[src/rtl/mult_pkg.sv]
// mult_pkg: shared constants and types for the sequential Booth multiplier.
package mult_pkg;

    localparam int unsigned MULT_WIDTH = 32;
    localparam int unsigned MULT_CNT_W = $clog2(MULT_WIDTH);

    typedef enum logic [1:0] {
        IDLE = 2'd0,
        BUSY = 2'd1,
        DONE = 2'd2
    } mult_state_t;

    typedef enum logic [1:0] {
        OP_NOP = 2'd0,
        OP_ADD = 2'd1,
        OP_SUB = 2'd2
    } booth_op_t;

    // Radix-2 Booth recoding of the {current bit, previous bit} pair.
    function automatic booth_op_t booth_decode(input logic [1:0] pair);
        booth_op_t op;
        case (pair)
            2'b01:   op = OP_ADD;
            2'b10:   op = OP_SUB;
            default: op = OP_NOP;
        endcase
        return op;
    endfunction

endpackage

[src/rtl/booth_step.sv]
// booth_step: one combinational radix-2 Booth iteration over the
// {upper(WIDTH+1), lower(WIDTH), booth bit} accumulator.
module booth_step
    import mult_pkg::*;
#(
    parameter int unsigned WIDTH = MULT_WIDTH
) (
    input  logic [2*WIDTH+1:0] acc,
    input  logic [WIDTH-1:0]   mcand,
    output logic [2*WIDTH+1:0] next_acc
);

    booth_op_t        op;
    logic [WIDTH:0]   upper;
    logic [WIDTH:0]   mcand_ext;
    logic [WIDTH:0]   sum;

    // Add/subtract the multiplicand into the upper field, then shift right arithmetically.
    always_comb begin
        op        = booth_decode(acc[1:0]);
        upper     = acc[2*WIDTH+1:WIDTH+1];
        mcand_ext = {mcand[WIDTH-1], mcand};
        case (op)
            OP_ADD:  sum = upper + mcand_ext;
            OP_SUB:  sum = upper - mcand_ext;
            default: sum = upper;
        endcase
        next_acc = {sum[WIDTH], sum, acc[WIDTH:1]};
    end

endmodule

[src/rtl/booth_multiplier.sv]
// booth_multiplier: sequential radix-2 Booth multiplier, one step per clock,
// WIDTH+1 cycles start-to-ready. Optional macro MULT_ZERO_SKIP_EN finishes a
// start with a zero operand in a single cycle.
module booth_multiplier
    import mult_pkg::*;
#(
    parameter int unsigned WIDTH = MULT_WIDTH
) (
    input  logic             clock,
    input  logic             ctrl_reset_n,
    input  logic             ctrl_MULT,
    input  logic [WIDTH-1:0] data_operandA,
    input  logic [WIDTH-1:0] data_operandB,
    output logic [WIDTH-1:0] data_result,
    output logic             data_exception,
    output logic             data_resultRDY
);

    localparam int unsigned ACC_W = 2*WIDTH + 2;
    localparam int unsigned CW    = $clog2(WIDTH);

    localparam logic [1:0] ST_IDLE = IDLE;
    localparam logic [1:0] ST_BUSY = BUSY;
    localparam logic [1:0] ST_DONE = DONE;

    logic [1:0]       state;
    logic [CW-1:0]    count;
    logic [ACC_W-1:0] acc;
    logic [ACC_W-1:0] acc_step;
    logic [WIDTH-1:0] mcand;
    logic             last_step;
    logic             exc_step;
    logic             skip;

    booth_step #(.WIDTH(WIDTH)) u_step (
        .acc      (acc),
        .mcand    (mcand),
        .next_acc (acc_step)
    );

    // Final-step detection, overflow of the finished product, optional zero skip.
    always_comb begin
        last_step = (state == ST_BUSY) && (count == CW'(WIDTH - 1));
        exc_step  = (acc_step[ACC_W-1:WIDTH+1] != {(WIDTH+1){acc_step[WIDTH]}});
`ifdef MULT_ZERO_SKIP_EN
        // Only from IDLE: a skip restart from DONE would make ready high twice in a row.
        skip = (state == ST_IDLE) &&
               ((data_operandA == '0) || (data_operandB == '0));
`else
        skip = 1'b0;
`endif
    end

    // FSM, iteration counter, accumulator and registered result outputs.
    always_ff @(posedge clock) begin
        if (!ctrl_reset_n) begin
            state          <= ST_IDLE;
            count          <= '0;
            acc            <= '0;
            mcand          <= '0;
            data_result    <= '0;
            data_exception <= 1'b0;
            data_resultRDY <= 1'b0;
        end else begin
            data_resultRDY <= 1'b0;
            case (state)
                ST_IDLE, ST_DONE: begin
                    if (ctrl_MULT) begin
                        mcand <= data_operandA;
                        acc   <= {{(WIDTH+1){1'b0}}, data_operandB, 1'b0};
                        count <= '0;
                        if (skip) begin
                            state          <= ST_DONE;
                            data_result    <= '0;
                            data_exception <= 1'b0;
                            data_resultRDY <= 1'b1;
                        end else begin
                            state <= ST_BUSY;
                        end
                    end else begin
                        state <= ST_IDLE;
                    end
                end
                ST_BUSY: begin
                    acc   <= acc_step;
                    count <= count + CW'(1);
                    if (last_step) begin
                        // Results are taken from the final step's output so they are valid in DONE.
                        state          <= ST_DONE;
                        data_result    <= acc_step[WIDTH:1];
                        data_exception <= exc_step;
                        data_resultRDY <= 1'b1;
                    end
                end
                default: state <= ST_IDLE;
            endcase
        end
    end

endmodule

[config.mk]
export PLATFORM = sky130hd
export DESIGN_NAME = booth_multiplier
export DESIGN_NICKNAME = d
export VERILOG_FILES = /design/src/rtl/mult_pkg.sv /design/src/rtl/booth_step.sv /design/src/rtl/booth_multiplier.sv
export SDC_FILE = /design/constraint.sdc
export NUM_CORES = 1
export LEC_CHECK = 0
export BUFFER_PORTS_ARGS = -buffer_cell sky130_fd_sc_hd__buf_2
export CORE_MARGIN = 2
export CORE_UTILIZATION = 25
export CTS_BUF_LIST = sky130_fd_sc_hd__clkbuf_4 sky130_fd_sc_hd__clkbuf_8
export DETAILED_ROUTE_END_ITERATION = 7
export GPL_ROUTABILITY_DRIVEN = 0
export PLACE_DENSITY = 0.44
export SETUP_SLACK_MARGIN = 0.15
export SYNTH_ARGS = -nofsm -noshare
export SYNTH_HDL_FRONTEND = slang
export SYNTH_SLANG_ARGS = --single-unit
export TNS_END_PERCENT = 20
[constraint.sdc]
create_clock -name clock -period 12.8 [get_ports clock]
set_input_delay 2.56 -clock clock [delete_from_list [all_inputs] [get_ports clock]]
set_output_delay 2.56 -clock clock [all_outputs]
set_load 0.02 [all_outputs]
==> results of run 1 <==
-- where the power goes --
group          switching [mW]  total [mW]  internal (mW)
Sequential             0.0172       0.463          0.446
Clock                   0.194       0.359          0.165
Combinational           0.168       0.274          0.105
Total                   0.379        1.10          0.716
-- final timing paths --
path | cells past startpoint | end
hold / removal | 2 | data_result[19]$_SDFFE_PN0P_
hold reg to reg | 2 | data_result[19]$_SDFFE_PN0P_
setup reg to reg | 18 | data_exception$_SDFFE_PN0P_
setup / recovery | 18 | data_exception$_SDFFE_PN0P_
-- final cells by class --
class,count,area (sq um),area share
multi-input combinational,836,5260,0.548
sequential,138,2760,0.288
timing repair buffer,109,571,0.0594
tap,442,553,0.0576
clock buffer,19,262,0.0272
clock inverter,12,114,0.0119
inverter,21,78.8,0.00821
antenna,2,5.00,0.000521
-- synth_stat cells (3+ instances only) --
cell type	count
sky130_fd_sc_hd__a2111oi_0	3
sky130_fd_sc_hd__a21oi_1	49
sky130_fd_sc_hd__nand3_1	12
sky130_fd_sc_hd__nor2_1	49
sky130_fd_sc_hd__dfxtp_1	138
sky130_fd_sc_hd__o22ai_1	3
sky130_fd_sc_hd__a21boi_0	97
sky130_fd_sc_hd__o21a_1	8
sky130_fd_sc_hd__nor3b_1	4
sky130_fd_sc_hd__o21ai_0	38
sky130_fd_sc_hd__nand2b_1	9
sky130_fd_sc_hd__o21bai_1	3
sky130_fd_sc_hd__xnor2_1	39
sky130_fd_sc_hd__xor2_1	12
sky130_fd_sc_hd__nor3_1	20
sky130_fd_sc_hd__mux2_2	4
sky130_fd_sc_hd__mux2i_1	9
sky130_fd_sc_hd__a21o_1	17
sky130_fd_sc_hd__buf_1	9
sky130_fd_sc_hd__ha_1	36
sky130_fd_sc_hd__a211oi_1	6
sky130_fd_sc_hd__inv_1	21
sky130_fd_sc_hd__o31ai_1	5
sky130_fd_sc_hd__clkbuf_1	56
sky130_fd_sc_hd__a22oi_1	56
sky130_fd_sc_hd__nor4_1	6
sky130_fd_sc_hd__a31oi_1	11
sky130_fd_sc_hd__o211ai_1	6
sky130_fd_sc_hd__o21ai_1	5
sky130_fd_sc_hd__and2_1	13
sky130_fd_sc_hd__nand2_1	224
sky130_fd_sc_hd__nor2b_1	37
sky130_fd_sc_hd__nand4_1	7
sky130_fd_sc_hd__and3_1	7
-- flip-flops by register name, summed over array words and instances (netlist names) --
name            cells
count               5
data_resultRDY      1
data_result        32
data_exception      1
mcand              32
state               2
acc                65
-- placed cells by master (no fill, tap or decap), types with 4 or more instances in the layout --
master,netlist,final
sky130_fd_sc_hd__a211oi_1,6,6
sky130_fd_sc_hd__a21boi_0,97,97
sky130_fd_sc_hd__a21o_1,17,17
sky130_fd_sc_hd__a21oi_1,49,49
sky130_fd_sc_hd__a22oi_1,56,56
sky130_fd_sc_hd__a31oi_1,11,11
sky130_fd_sc_hd__and2_1,13,13
sky130_fd_sc_hd__and3_1,7,7
sky130_fd_sc_hd__buf_2,2,99
sky130_fd_sc_hd__buf_4,0,10
sky130_fd_sc_hd__clkbuf_8,0,19
sky130_fd_sc_hd__dfxtp_1,138,138
sky130_fd_sc_hd__ha_1,36,36
sky130_fd_sc_hd__inv_1,21,21
sky130_fd_sc_hd__inv_6,0,4
sky130_fd_sc_hd__mux2_2,4,4
sky130_fd_sc_hd__mux2i_1,9,9
sky130_fd_sc_hd__nand2_1,224,224
sky130_fd_sc_hd__nand2b_1,9,9
sky130_fd_sc_hd__nand3_1,12,12
sky130_fd_sc_hd__nand4_1,7,7
sky130_fd_sc_hd__nor2_1,49,48
sky130_fd_sc_hd__nor2b_1,37,35
sky130_fd_sc_hd__nor3_1,20,20
sky130_fd_sc_hd__nor3b_1,4,4
sky130_fd_sc_hd__nor4_1,6,6
sky130_fd_sc_hd__o211ai_1,6,6
sky130_fd_sc_hd__o21a_1,8,8
sky130_fd_sc_hd__o21ai_0,38,38
sky130_fd_sc_hd__o21ai_1,5,5
sky130_fd_sc_hd__o31ai_1,5,5
sky130_fd_sc_hd__xnor2_1,39,39
sky130_fd_sc_hd__xor2_1,12,12
-- per-layer routing --
metal / wire, um / track usage / vias up
met1: 11900 / 0.185 / 3542
met5: 24 / 0 / -
met4: 476 / 0.0412 / 4
met2: 11300 / 0.236 / 110
li1: - / - / 3862
met3: 1200 / 0.0423 / 28
-- cell families (layout without fill, tap and decap cells) --
logic type	count (synthesis)	after routing
buf+inv	90	161
mux	14	14
fa+ha+maj	37	37
simple gates	407	407
xor+xnor	51	51
flops	138	138
compound gates	327	327
other cells	0	2
-- through the flow --
stage	power [mW]	setup slack, ns	instances
after floorplan	0.675	8.17	1064
after global placement	0.748	7.29	1546
after detailed placement	0.748	7.24	1546
after CTS	1.11	7.18	1577
after global routing	1.17	6.68	1578
final	1.10	7.23	1579
-- critical path, cell delays in order, from the launching register on --
cell and delay [ns]:
sky130_fd_sc_hd__dfxtp_1 0.34, sky130_fd_sc_hd__nor2_1 0.17, sky130_fd_sc_hd__nor4b_1 0.61, sky130_fd_sc_hd__nand2_1 0.12, sky130_fd_sc_hd__nor3_1 0.60, sky130_fd_sc_hd__a31oi_1 0.20, sky130_fd_sc_hd__xnor2_1 0.18, sky130_fd_sc_hd__ha_1 0.40
sky130_fd_sc_hd__a21oi_1 0.24, sky130_fd_sc_hd__o21ai_1 0.15, sky130_fd_sc_hd__a221o_1 0.41, sky130_fd_sc_hd__or3_1 0.36, sky130_fd_sc_hd__o211ai_1 0.23, sky130_fd_sc_hd__nor3b_1 0.26, sky130_fd_sc_hd__xnor2_1 0.15, sky130_fd_sc_hd__mux2i_1 0.13
sky130_fd_sc_hd__or3_1 0.43, sky130_fd_sc_hd__a2111oi_2 0.38, sky130_fd_sc_hd__a31oi_1 0.12
==> insert_results.sql, run 1 <==
INSERT INTO impl_metrics (metric_group, metric, value, unit) VALUES
('synth', 'sequential_element_share_of_the_synthesized_area', '0.331', ''),
('placed_design', 'port_buffers', '100', ''),
('cts', 'postCtsSetupBuffers', '0', ''),
('synth', 'yosysWarningCount', '0', ''),
('global_route', 'global_route.usage.total', '0.145', ''),
('timing', 'min_period_over_period', '0.435', ''),
('worst_setup_path', 'cp.required', '13.16', 'ns'),
('die', 'placeableCoreArea', '32700', 'sq um'),
('worst_setup_path', 'r2r-start', 'mcand[2]$_SDFFE_PN0P_', ''),
('routing', 'post_drt_wl_per_cell', '15.7', 'um'),
('synth', 'synth.cell_area', '8350', 'sq um'),
('flow_run', 'drv_cap', '0', ''),
('timing', 'maxClockFrequency', '179', 'MHz'),
('timing', 'unrepaired_setup_endpoints_after_global_routing', 'no', ''),
('synth', 'synth_compound_area_frac', '0.274', ''),
('synth', 'synthMuxAreaShare', '0.0175', ''),
('synth', 'synthAdderAreaFrac', '0.0563', ''),
('layout', 'layout.filler_cells', '3644', ''),
('routing', 'number_of_vias_per_cell_after_detailed_routing', '4.78', ''),
('synth', 'post-synth-top-area-cell', 'sky130_fd_sc_hd__dfxtp_1', ''),
('global_route', 'grt_first_pass_wirelength', '40800', 'um'),
('cts', 'clock_tree.buffer_depth', '2', ''),
('cts', 'cts_tree', 'yes', ''),
('layout', 'finalNetCount', '1227', ''),
('die', 'pin_count', '101', ''),
('timing', 'timing.slew.headroom', '0.347', ''),
('cts', 'hold_fix_buffers_at_cts', '0', ''),
('cts', 'cts_repair_resize_count', '0', ''),
('synth', 'synth.top_cell.area_share', '0.331', ''),
('worst_setup_path', 'reg2reg_setup_slack', '7.23', 'ns'),
('cts', 'root_buffer', 'sky130_fd_sc_hd__clkbuf_8', ''),
('timing', 'fin_setup_tns', '0', 'ns'),
('routing', 'drtAntennaViolNets', '0', ''),
('hold_path', 'hp-start', 'data_result[19]$_SDFFE_PN0P_', ''),
('cts', 'cts-htree-levels', '4', ''),
('worst_setup_path', 'worstSetupEndpointType', 'flip-flop', ''),
('timing', 'finalSetupViolations', '0', ''),
('synth', 'yosysUniqueCellTypes', '69', ''),
('cts', 'cts-buffers-inserted', '17', ''),
('synth', 'synth_top_family_by_area', 'compound AO/OA/AOI/OAI gates', ''),
('global_route', 'first_global_vias', '7520', ''),
('cts', 'clk_latency', '0.47', 'ns'),
('hold_path', 'min_path_type', 'flip-flop to flip-flop', ''),
('layout', 'utilization_after_layout', '0.294', ''),
('synth', 'asyncSetResetFlopFracSynth', '0', ''),
('synth', 'xor_and_xnor_fraction_of_the_mapped_netlist_area', '0.0535', ''),
('synth', 'synth_simple_gate_area_share', '0.225', ''),
('worst_setup_path', 'worst-path-max-fanout', '8', ''),
('layout', 'flow.area_growth_from_synthesis', '15.0', '%'),
('pwr', 'power-per-cell-area', '114', 'nW/um^2'),
('run_status', 'run_status', 'completed', ''),
('worst_setup_path', 'critPathArrivalTime', '5.93', 'ns'),
('cts', 'numClockSinks', '138', ''),
('synth', 'synth_seq_cells', '138', ''),
('routing', 'totalWireLength', '24900', 'um'),
('layout', 'drive_gt1_frac', '0.139', ''),
('timing', 'hold_ws', '0.464', 'ns'),
('layout', 'design_area', '9600', 'sq um'),
('placed_design', 'hpwl', '17100', 'um'),
('global_route', 'grt_antenna_before_repair', '5', ''),
('routing', 'routed-via-count', '7546', ''),
('global_route', 'overflow', '0', ''),
('die', 'row_count', '66', ''),
('die', 'die_area', '34900', 'sq um'),
('synth', 'postSynthAreaPerCell', '7.85', 'sq um'),
('pwr', 'static-leakage-power', '3.64', 'nW'),
('timing', 'worst-slew-pin-transition', '0.953', 'ns'),
('die', 'die_y', '187', 'um'),
('worst_setup_path', 'crit_path_start_kind', 'flip-flop', ''),
('synth', 'syn_inst', '1064', ''),
('global_route', 'grt_max_degree', '71', '');
Note: power is estimated with default switching activity, not from simulation.
==> inputs of run 2 (changes only) <==
--- a/config.mk
+++ b/config.mk
@@ -11,7 +11,7 @@
 export CTS_BUF_LIST = sky130_fd_sc_hd__clkbuf_4 sky130_fd_sc_hd__clkbuf_8
 export DETAILED_ROUTE_END_ITERATION = 7
 export GPL_ROUTABILITY_DRIVEN = 0
-export PLACE_DENSITY = 0.44
+export PLACE_DENSITY = 0.45
 export SETUP_SLACK_MARGIN = 0.15
 export SYNTH_ARGS = -nofsm -noshare
 export SYNTH_HDL_FRONTEND = slang
==> constraint.sdc (replaced) <==
create_clock -name clock -period 4.78 [get_ports clock]
set_input_delay 0.956 -clock clock [delete_from_list [all_inputs] [get_ports clock]]
set_output_delay 0.956 -clock clock [all_outputs]
set_load 0.02 [all_outputs]
==> run 2 against run 1 <==
Against the previous run: worst hold slack better by 0.0020 ns; cell count grew 3.0%; critical path depth is 2 higher; maximum frequency grew 22%; first-iteration DRC count grew 24%; wire length is 3.2% higher; clock-buffer cell count increased by 2; sequential power rose to 2.7 times the previous value; register-to-register slack worse by 7.0 ns; combinational power increased to 3.0 times the previous value; clock power rose to 2.8 times the previous value; clock skew fell by 0.0046 ns; highest routed layer unchanged.
==> insert_results.sql, run 2 (same netlist as run 1, synthesis figures left out) <==
INSERT INTO impl_metrics (metric_group, metric, value, unit) VALUES
('worst_setup_path', 'critPathArrivalTime', '4.92', 'ns'),
('die', 'initial_core_util', '0.255', ''),
('routing', 'drtAntennaViolNets', '0', ''),
('timing', 'timing_max_transition_violations_final', '0', ''),
('timing', 'fin_setup_tns', '0', 'ns'),
('pwr', 'worst_ir_drop_vdd', '0.136', 'mV'),
('layout', 'largestRegisters', 'acc x65, data_result x32, mcand x32', ''),
('cts', 'numClockSinks', '138', ''),
('layout', 'largest_reg_flops', '65', ''),
('die', 'placeableCoreArea', '32700', 'sq um'),
('global_route', 'grt_max_degree', '117', ''),
('timing', 'min_period_over_period', '0.957', ''),
('timing', 'finalSetupViolations', '0', ''),
('timing', 'layout_setup_ws', '0.208', 'ns'),
('flow_run', 'drv_cap', '0', ''),
('routing', 'route.detailed.drc', '0', ''),
('placed_design', 'port_buffers', '100', ''),
('worst_setup_path', 'crit_path_start_kind', 'flip-flop', ''),
('layout', 'drive_gt1_frac', '0.200', ''),
('timing', 'timing.final.crit_period', '4.57', 'ns'),
('worst_setup_path', 'worst-path-max-fanout', '5', ''),
('cts', 'root_buffer', 'sky130_fd_sc_hd__clkbuf_8', ''),
('layout', 'layout.filler_cells', '3555', ''),
('placed_design', 'hpwl', '17900', 'um'),
('global_route', 'overflow', '0', ''),
('pwr', 'power-per-cell-area', '303', 'nW/um^2'),
('routing', 'number_of_vias_per_cell_after_detailed_routing', '4.77', ''),
('routing', 'totalWireLength', '25600', 'um'),
('worst_setup_path', 'critical-path-slowest-cell', 'sky130_fd_sc_hd__or3_4', ''),
('timing', 'timing.slew.headroom', '0.265', ''),
('global_route', 'grt_antenna_before_repair', '4', ''),
('cts', 'cts-buffers-inserted', '17', ''),
('die', 'row_count', '66', ''),
('timing', 'worst-slew-pin-transition', '1.10', 'ns'),
('timing', 'report.final.hold_viol_count', '0', ''),
('die', 'dieWidth', '187', 'um'),
('routing', 'initialDrtViolationCount', '422', ''),
('layout', 'design_area', '10200', 'sq um'),
('layout', 'registers.top_by_ff_count', 'acc', ''),
('cts', 'cts_tree', 'yes', ''),
('pwr', 'static-leakage-power', '3.92', 'nW'),
('global_route', 'first_global_vias', '7545', ''),
('routing', 'drt-pass1-iter-count', '4', ''),
('timing', 'maxClockFrequency', '219', 'MHz'),
('cts', 'worst_setup_hold_path_clk_slew', '0.09', 'ns'),
('run_status', 'run_status', 'completed', ''),
('layout', 'flow.area_growth_from_synthesis', '21.5', '%'),
('cts', 'clock_tree.buffer_depth', '2', ''),
('die', 'pin_count', '101', ''),
('placed_design', 'dp_slack', '0.0402', 'ns'),
('die', 'die_area', '34900', 'sq um'),
('worst_setup_path', 'crit_path_leading_delay_family', 'simple AND/OR/NAND/NOR gates', ''),
('timing', 'clock_skew', '0.0123', 'ns'),
('worst_setup_path', 'worst-setup-path-type', 'flip-flop to flip-flop', ''),
('worst_setup_path', 'worstSetupEndpointType', 'flip-flop', ''),
('worst_setup_path', 'worstPathBufferInverterCount', '2', ''),
('routing', 'routed-via-count', '7757', ''),
('layout', 'utilization_after_layout', '0.310', ''),
('timing', 'hold_ws', '0.466', 'ns'),
('timing', 'unrepaired_setup_endpoints_after_global_routing', 'yes', ''),
('cts', 'clk_latency', '0.47', 'ns'),
('cts', 'cts-htree-levels', '4', ''),
('worst_setup_path', 'crit_path_max_incr_delay', '0.43', 'ns'),
('worst_setup_path', 'cp.required', '5.13', 'ns'),
('routing', 'post_drt_wl_per_cell', '15.8', 'um'),
('hold_path', 'min_path_type', 'flip-flop to flip-flop', ''),
('layout', 'final_common_cell', 'sky130_fd_sc_hd__nand2_1', ''),
('placed_design', 'placed_inst_area', '9490', 'sq um'),
('layout', 'finalNetCount', '1273', ''),
('layout', 'layout.cells.most_common_list', '224 x sky130_fd_sc_hd__nand2_1, 136 x sky130_fd_sc_hd__dfxtp_1, 99 x sky130_fd_sc_hd__buf_2', ''),
('die', 'die_y', '187', 'um'),
('global_route', 'global_route.usage.total', '0.145', ''),
('worst_setup_path', 'worstPathCellList', 'inv_1 -> ha_2 -> nand3b_1 -> nor4_4 -> buf_4 -> and3b_2 -> nor2_1 -> xnor2_1 -> ha_1 -> a21oi_2 -> nand2_1 -> a221o_1 -> or3_4 -> o211ai_1 -> nor3b_2 -> xnor2_1 -> mux2i_1 -> or3_4 -> a2111oi_4 -> a31oi_1', ''),
('global_route', 'grt_first_pass_wirelength', '41000', 'um'),
('worst_setup_path', 'reg2reg_setup_slack', '0.21', 'ns');
-- run 2: worst reg2reg max path, cell delays in order, from the launching register on --
cell and delay, ns:
sky130_fd_sc_hd__dfxtp_4 0.38, sky130_fd_sc_hd__inv_1 0.06, sky130_fd_sc_hd__ha_2 0.19, sky130_fd_sc_hd__nand3b_1 0.17, sky130_fd_sc_hd__nor4_4 0.24, sky130_fd_sc_hd__buf_4 0.18
sky130_fd_sc_hd__and3b_2 0.19, sky130_fd_sc_hd__nor2_1 0.05, sky130_fd_sc_hd__xnor2_1 0.13, sky130_fd_sc_hd__ha_1 0.37, sky130_fd_sc_hd__a21oi_2 0.18, sky130_fd_sc_hd__nand2_1 0.07
sky130_fd_sc_hd__a221o_1 0.33, sky130_fd_sc_hd__or3_4 0.35, sky130_fd_sc_hd__o211ai_1 0.24, sky130_fd_sc_hd__nor3b_2 0.22, sky130_fd_sc_hd__xnor2_1 0.14, sky130_fd_sc_hd__mux2i_1 0.12
sky130_fd_sc_hd__or3_4 0.43, sky130_fd_sc_hd__a2111oi_4 0.30, sky130_fd_sc_hd__a31oi_1 0.12
-- run 2: power by group --
part	internal, mW	leakage, nW	switching (mW)
combinational	0.350	2.59	0.483
sequential	1.19	1.12	0.0455
clock	0.477	0.206	0.529
total	2.02	3.92	1.06
-- run 2: worst paths after layout --
| path | cells after the start | end | startpoint |
|---|---|---|---|
| worst min register to register | 2 | data_result[24]$_SDFFE_PN0P_ | data_result[24]$_SDFFE_PN0P_ |
| worst min-delay path | 2 | data_result[24]$_SDFFE_PN0P_ | data_result[24]$_SDFFE_PN0P_ |
| worst max register to register | 20 | data_exception$_SDFFE_PN0P_ | mcand[0]$_SDFFE_PN0P_ |
| worst max-delay path | 20 | data_exception$_SDFFE_PN0P_ | mcand[0]$_SDFFE_PN0P_ |
-- run 2: area by class of cell --
type / count / area (sq um) / share of cell area
Tap cell: 442 / 553 / 0.0545
Clock buffer: 21 / 283 / 0.0278
Multi-Input combinational cell: 836 / 5420 / 0.534
Timing Repair Buffer: 155 / 920 / 0.0906
Sequential cell: 138 / 2770 / 0.273
Antenna cell: 3 / 7.51 / 0.000739
Inverter: 21 / 78.8 / 0.00776
Clock inverter: 11 / 121 / 0.0120
-- run 2: metal layers --
metal,routed length [um],part of all wire,GRT usage
met1,12300,0.48,0.188
met2,11900,0.46,0.238
met3,1080,0.042,0.0402
met4,346,0.013,0.0351
met5,11,0.00043,0
-- run 2: metrics by stage --
stage / total power [mW] / cells
floorplan: 1.81 / 1064
global placement: 2.05 / 1581
detailed placement: 2.05 / 1581
CTS: 3.09 / 1616
global route: 3.28 / 1624
finish: 3.08 / 1627
-- run 2: what timing repair did --
item / 4_1_cts / 5_1_grt
setup buffers: 3 / 8
pin swaps: 3 / 14
hold buffers: 0 / 0
resized for setup: 4 / 34
setup endpoints to repair: 1 / 3
==> inputs of run 3 (changes only) <==
--- a/config.mk
+++ b/config.mk
@@ -6,7 +6,7 @@
 export NUM_CORES = 1
 export LEC_CHECK = 0
 export BUFFER_PORTS_ARGS = -buffer_cell sky130_fd_sc_hd__buf_2
-export CORE_MARGIN = 2
+export CORE_MARGIN = 5
 export CORE_UTILIZATION = 25
 export CTS_BUF_LIST = sky130_fd_sc_hd__clkbuf_4 sky130_fd_sc_hd__clkbuf_8
 export DETAILED_ROUTE_END_ITERATION = 7
==> run 3 against run 2 <==
Against the previous run: cell area increased by 2.3%; highest routed layer unchanged; worst setup slack got worse by 0.0077 ns; largest power group unchanged; die area increased by 6.5%; critical path type unchanged; cell count increased by 2.1%.
==> insert_results.sql, run 3 (same netlist as run 1, synthesis figures left out) <==
INSERT INTO impl_metrics (metric_group, metric, value, unit) VALUES
('layout', 'layout.filler_cells', '3645', ''),
('placed_design', 'port_buffers', '100', ''),
('die', 'row_count', '67', ''),
('global_route', 'grt_antenna_before_repair', '3', ''),
('timing', 'timing_max_transition_violations_final', '0', ''),
('timing', 'report.final.hold_viol_count', '0', ''),
('timing', 'finalSetupViolations', '0', ''),
('placed_design', 'placed_inst_area', '9750', 'sq um'),
('die', 'die_area', '37200', 'sq um'),
('timing', 'unrepaired_setup_endpoints_after_global_routing', 'yes', ''),
('pwr', 'switching_share', '0.338', ''),
('pwr', 'p_int', '2.13', 'mW'),
('worst_setup_path', 'worst-path-max-fanout', '4', ''),
('layout', 'largest_reg_flops', '65', ''),
('global_route', 'first_global_vias', '7944', ''),
('layout', 'largestRegisters', 'acc x65, data_result x32, mcand x32', ''),
('timing', 'fin_setup_tns', '0', 'ns'),
('worst_setup_path', 'worstSetupEndpointType', 'flip-flop', ''),
('timing', 'maxClockFrequency', '218', 'MHz'),
('timing', 'timing.slew.headroom', '0.304', ''),
('pwr', 'static-leakage-power', '4.08', 'nW'),
('layout', 'layout.cells.most_common_list', '224 x sky130_fd_sc_hd__nand2_1, 134 x sky130_fd_sc_hd__dfxtp_1, 99 x sky130_fd_sc_hd__buf_2', ''),
('die', 'die_y', '193', 'um'),
('timing', 'worst-slew-pin-transition', '1.04', 'ns'),
('die', 'pin_count', '101', ''),
('routing', 'drt-pass1-iter-count', '4', ''),
('die', 'initial_core_util', '0.251', ''),
('worst_setup_path', 'reg2reg_setup_slack', '0.20', 'ns'),
('global_route', 'global_route.usage.total', '0.142', ''),
('global_route', 'grt_first_pass_wirelength', '42200', 'um'),
('pwr', 'clock_power_share', '0.347', ''),
('cts', 'cts-buffers-inserted', '17', ''),
('run_status', 'run_status', 'completed', ''),
('layout', 'design_area', '10400', 'sq um'),
('layout', 'multi_input_area', '5390', 'sq um'),
('layout', 'finalNetCount', '1303', ''),
('global_route', 'grt_max_degree', '112', ''),
('routing', 'route.detailed.drc', '0', ''),
('cts', 'numClockSinks', '138', ''),
('routing', 'initialDrtViolationCount', '269', ''),
('cts', 'cts_tree', 'yes', ''),
('worst_setup_path', 'crit_path_start_kind', 'flip-flop', ''),
('worst_setup_path', 'worst-setup-path-type', 'flip-flop to flip-flop', ''),
('timing', 'hold_ws', '0.469', 'ns'),
('cts', 'cts-htree-levels', '4', ''),
('cts', 'root_buffer', 'sky130_fd_sc_hd__clkbuf_8', ''),
('pwr', 'worst_ir_drop_vdd', '0.148', 'mV'),
('routing', 'drtAntennaViolNets', '0', ''),
('die', 'dieWidth', '193', 'um'),
('pwr', 'seq_power_share', '0.386', ''),
('die', 'placeableCoreArea', '33300', 'sq um'),
('flow_run', 'drv_cap', '0', ''),
('cts', 'worst_setup_hold_path_clk_slew', '0.10', 'ns'),
('worst_setup_path', 'cp.required', '5.17', 'ns'),
('global_route', 'overflow', '0', ''),
('layout', 'utilization_after_layout', '0.312', ''),
('pwr', 'total_switching_power', '1.08', 'mW'),
('hold_path', 'min_path_type', 'flip-flop to flip-flop', ''),
('timing', 'min_period_over_period', '0.958', ''),
('routing', 'totalWireLength', '25900', 'um'),
('layout', 'ff_latch_area', '2770', 'sq um'),
('cts', 'clock_tree.buffer_depth', '2', ''),
('layout', 'registers.top_by_ff_count', 'acc', ''),
('cts', 'clk_latency', '0.46', 'ns'),
('timing', 'clock_skew', '0.0126', 'ns'),
('pwr', 'power.share.combinational', '0.267', ''),
('routing', 'number_of_vias_per_cell_after_detailed_routing', '4.74', ''),
('placed_design', 'hpwl', '18400', 'um'),
('layout', 'drive_gt1_frac', '0.217', ''),
('global_route', 'grt_util_met2', '0.236', ''),
('global_route', 'met1_usage', '0.183', ''),
('cts', 'hold_fix_buffers_at_cts', '0', ''),
('layout', 'flow.area_growth_from_synthesis', '24.4', '%'),
('layout', 'final_common_cell', 'sky130_fd_sc_hd__nand2_1', ''),
('routing', 'post_drt_wl_per_cell', '15.6', 'um'),
('global_route', 'global_route.usage.met3', '0.0385', ''),
('global_route', 'busiest_layer', 'met2', ''),
('timing', 'timing.final.crit_period', '4.58', 'ns'),
('routing', 'routed-via-count', '7874', ''),
('pwr', 'power-per-cell-area', '309', 'nW/um^2'),
('worst_setup_path', 'critPathArrivalTime', '4.97', 'ns');
==> run 3: metrics by stage <==
step	std cells	power (mW)	setup WS, ns
after global placement	1620	2.09	0.130
final	1661	3.21	0.200
after floorplan	1064	1.81	0.296
after CTS	1655	3.24	0.152
after global routing	1660	3.41	-0.0657
after detailed placement	1620	2.10	0.104
==> run 3: area by class of cell <==
cell class / instances / area share
Timing Repair Buffer: 185 / 0.110
Antenna cell: 1 / 0.000241
Clock buffer: 18 / 0.0238
Multi-Input combinational cell: 836 / 0.519
Sequential cell: 138 / 0.266
Inverter: 21 / 0.00759
Tap cell: 448 / 0.0539
Clock inverter: 14 / 0.0195
==> run 3: repair_timing <==
| item | 4_1_cts | 5_1_grt |
|---|---|---|
| gates resized for setup | 9 | 23 |
| setup endpoints to repair | 1 | 4 |
| setup buffers | 3 | 5 |
| cloned | 0 | 0 |
| pin swaps | 9 | 14 |
==> run 3: power groups by stage <==
stage	sequential, mW	combinational, mW	clock [mW]
global route	1.25	0.961	1.21
finish	1.24	0.858	1.11
detailed placement	1.27	0.829	0
CTS	1.24	0.842	1.16
floorplan	1.25	0.558	0
global placement	1.27	0.826	0
==> run 3: worst max-delay path, cell delays in order (launching register included) <==
cell,delay [ns]
sky130_fd_sc_hd__dfxtp_2,0.33
sky130_fd_sc_hd__or4_4,0.55
sky130_fd_sc_hd__nor4_4,0.22
sky130_fd_sc_hd__buf_4,0.18
sky130_fd_sc_hd__and3b_2,0.21
sky130_fd_sc_hd__nor2_2,0.04
sky130_fd_sc_hd__xnor2_1,0.18
sky130_fd_sc_hd__ha_1,0.30
sky130_fd_sc_hd__a21oi_2,0.16
sky130_fd_sc_hd__nand2_1,0.07
sky130_fd_sc_hd__a221o_1,0.32
sky130_fd_sc_hd__or3_4,0.34
sky130_fd_sc_hd__o211ai_1,0.25
sky130_fd_sc_hd__buf_4,0.17
sky130_fd_sc_hd__a31oi_4,0.08
sky130_fd_sc_hd__o21ai_1,0.12
sky130_fd_sc_hd__or3b_4,0.40
sky130_fd_sc_hd__xor2_2,0.16
sky130_fd_sc_hd__mux2_4,0.30
sky130_fd_sc_hd__a31oi_1,0.15
==> run 3: metal layers <==
layer  wire length, um  vias to the layer above  part of all wire
met5                27                        -            0.0010
li1                  -                     4016                 -
met1             12000                     3708              0.46
met4               348                        6             0.013
met2             12300                      117              0.47
met3              1260                       27             0.049
==> run 3: path summary, 6_finish.rpt <==
path                                      from  cells after the start                           end
setup / recovery         mcand[5]$_SDFFE_PN0P_                     19   data_exception$_SDFFE_PN0P_
hold / removal    data_result[28]$_SDFFE_PN0P_                      2  data_result[28]$_SDFFE_PN0P_
setup reg to reg         mcand[5]$_SDFFE_PN0P_                     19   data_exception$_SDFFE_PN0P_
hold reg to reg   data_result[28]$_SDFFE_PN0P_                      2  data_result[28]$_SDFFE_PN0P_
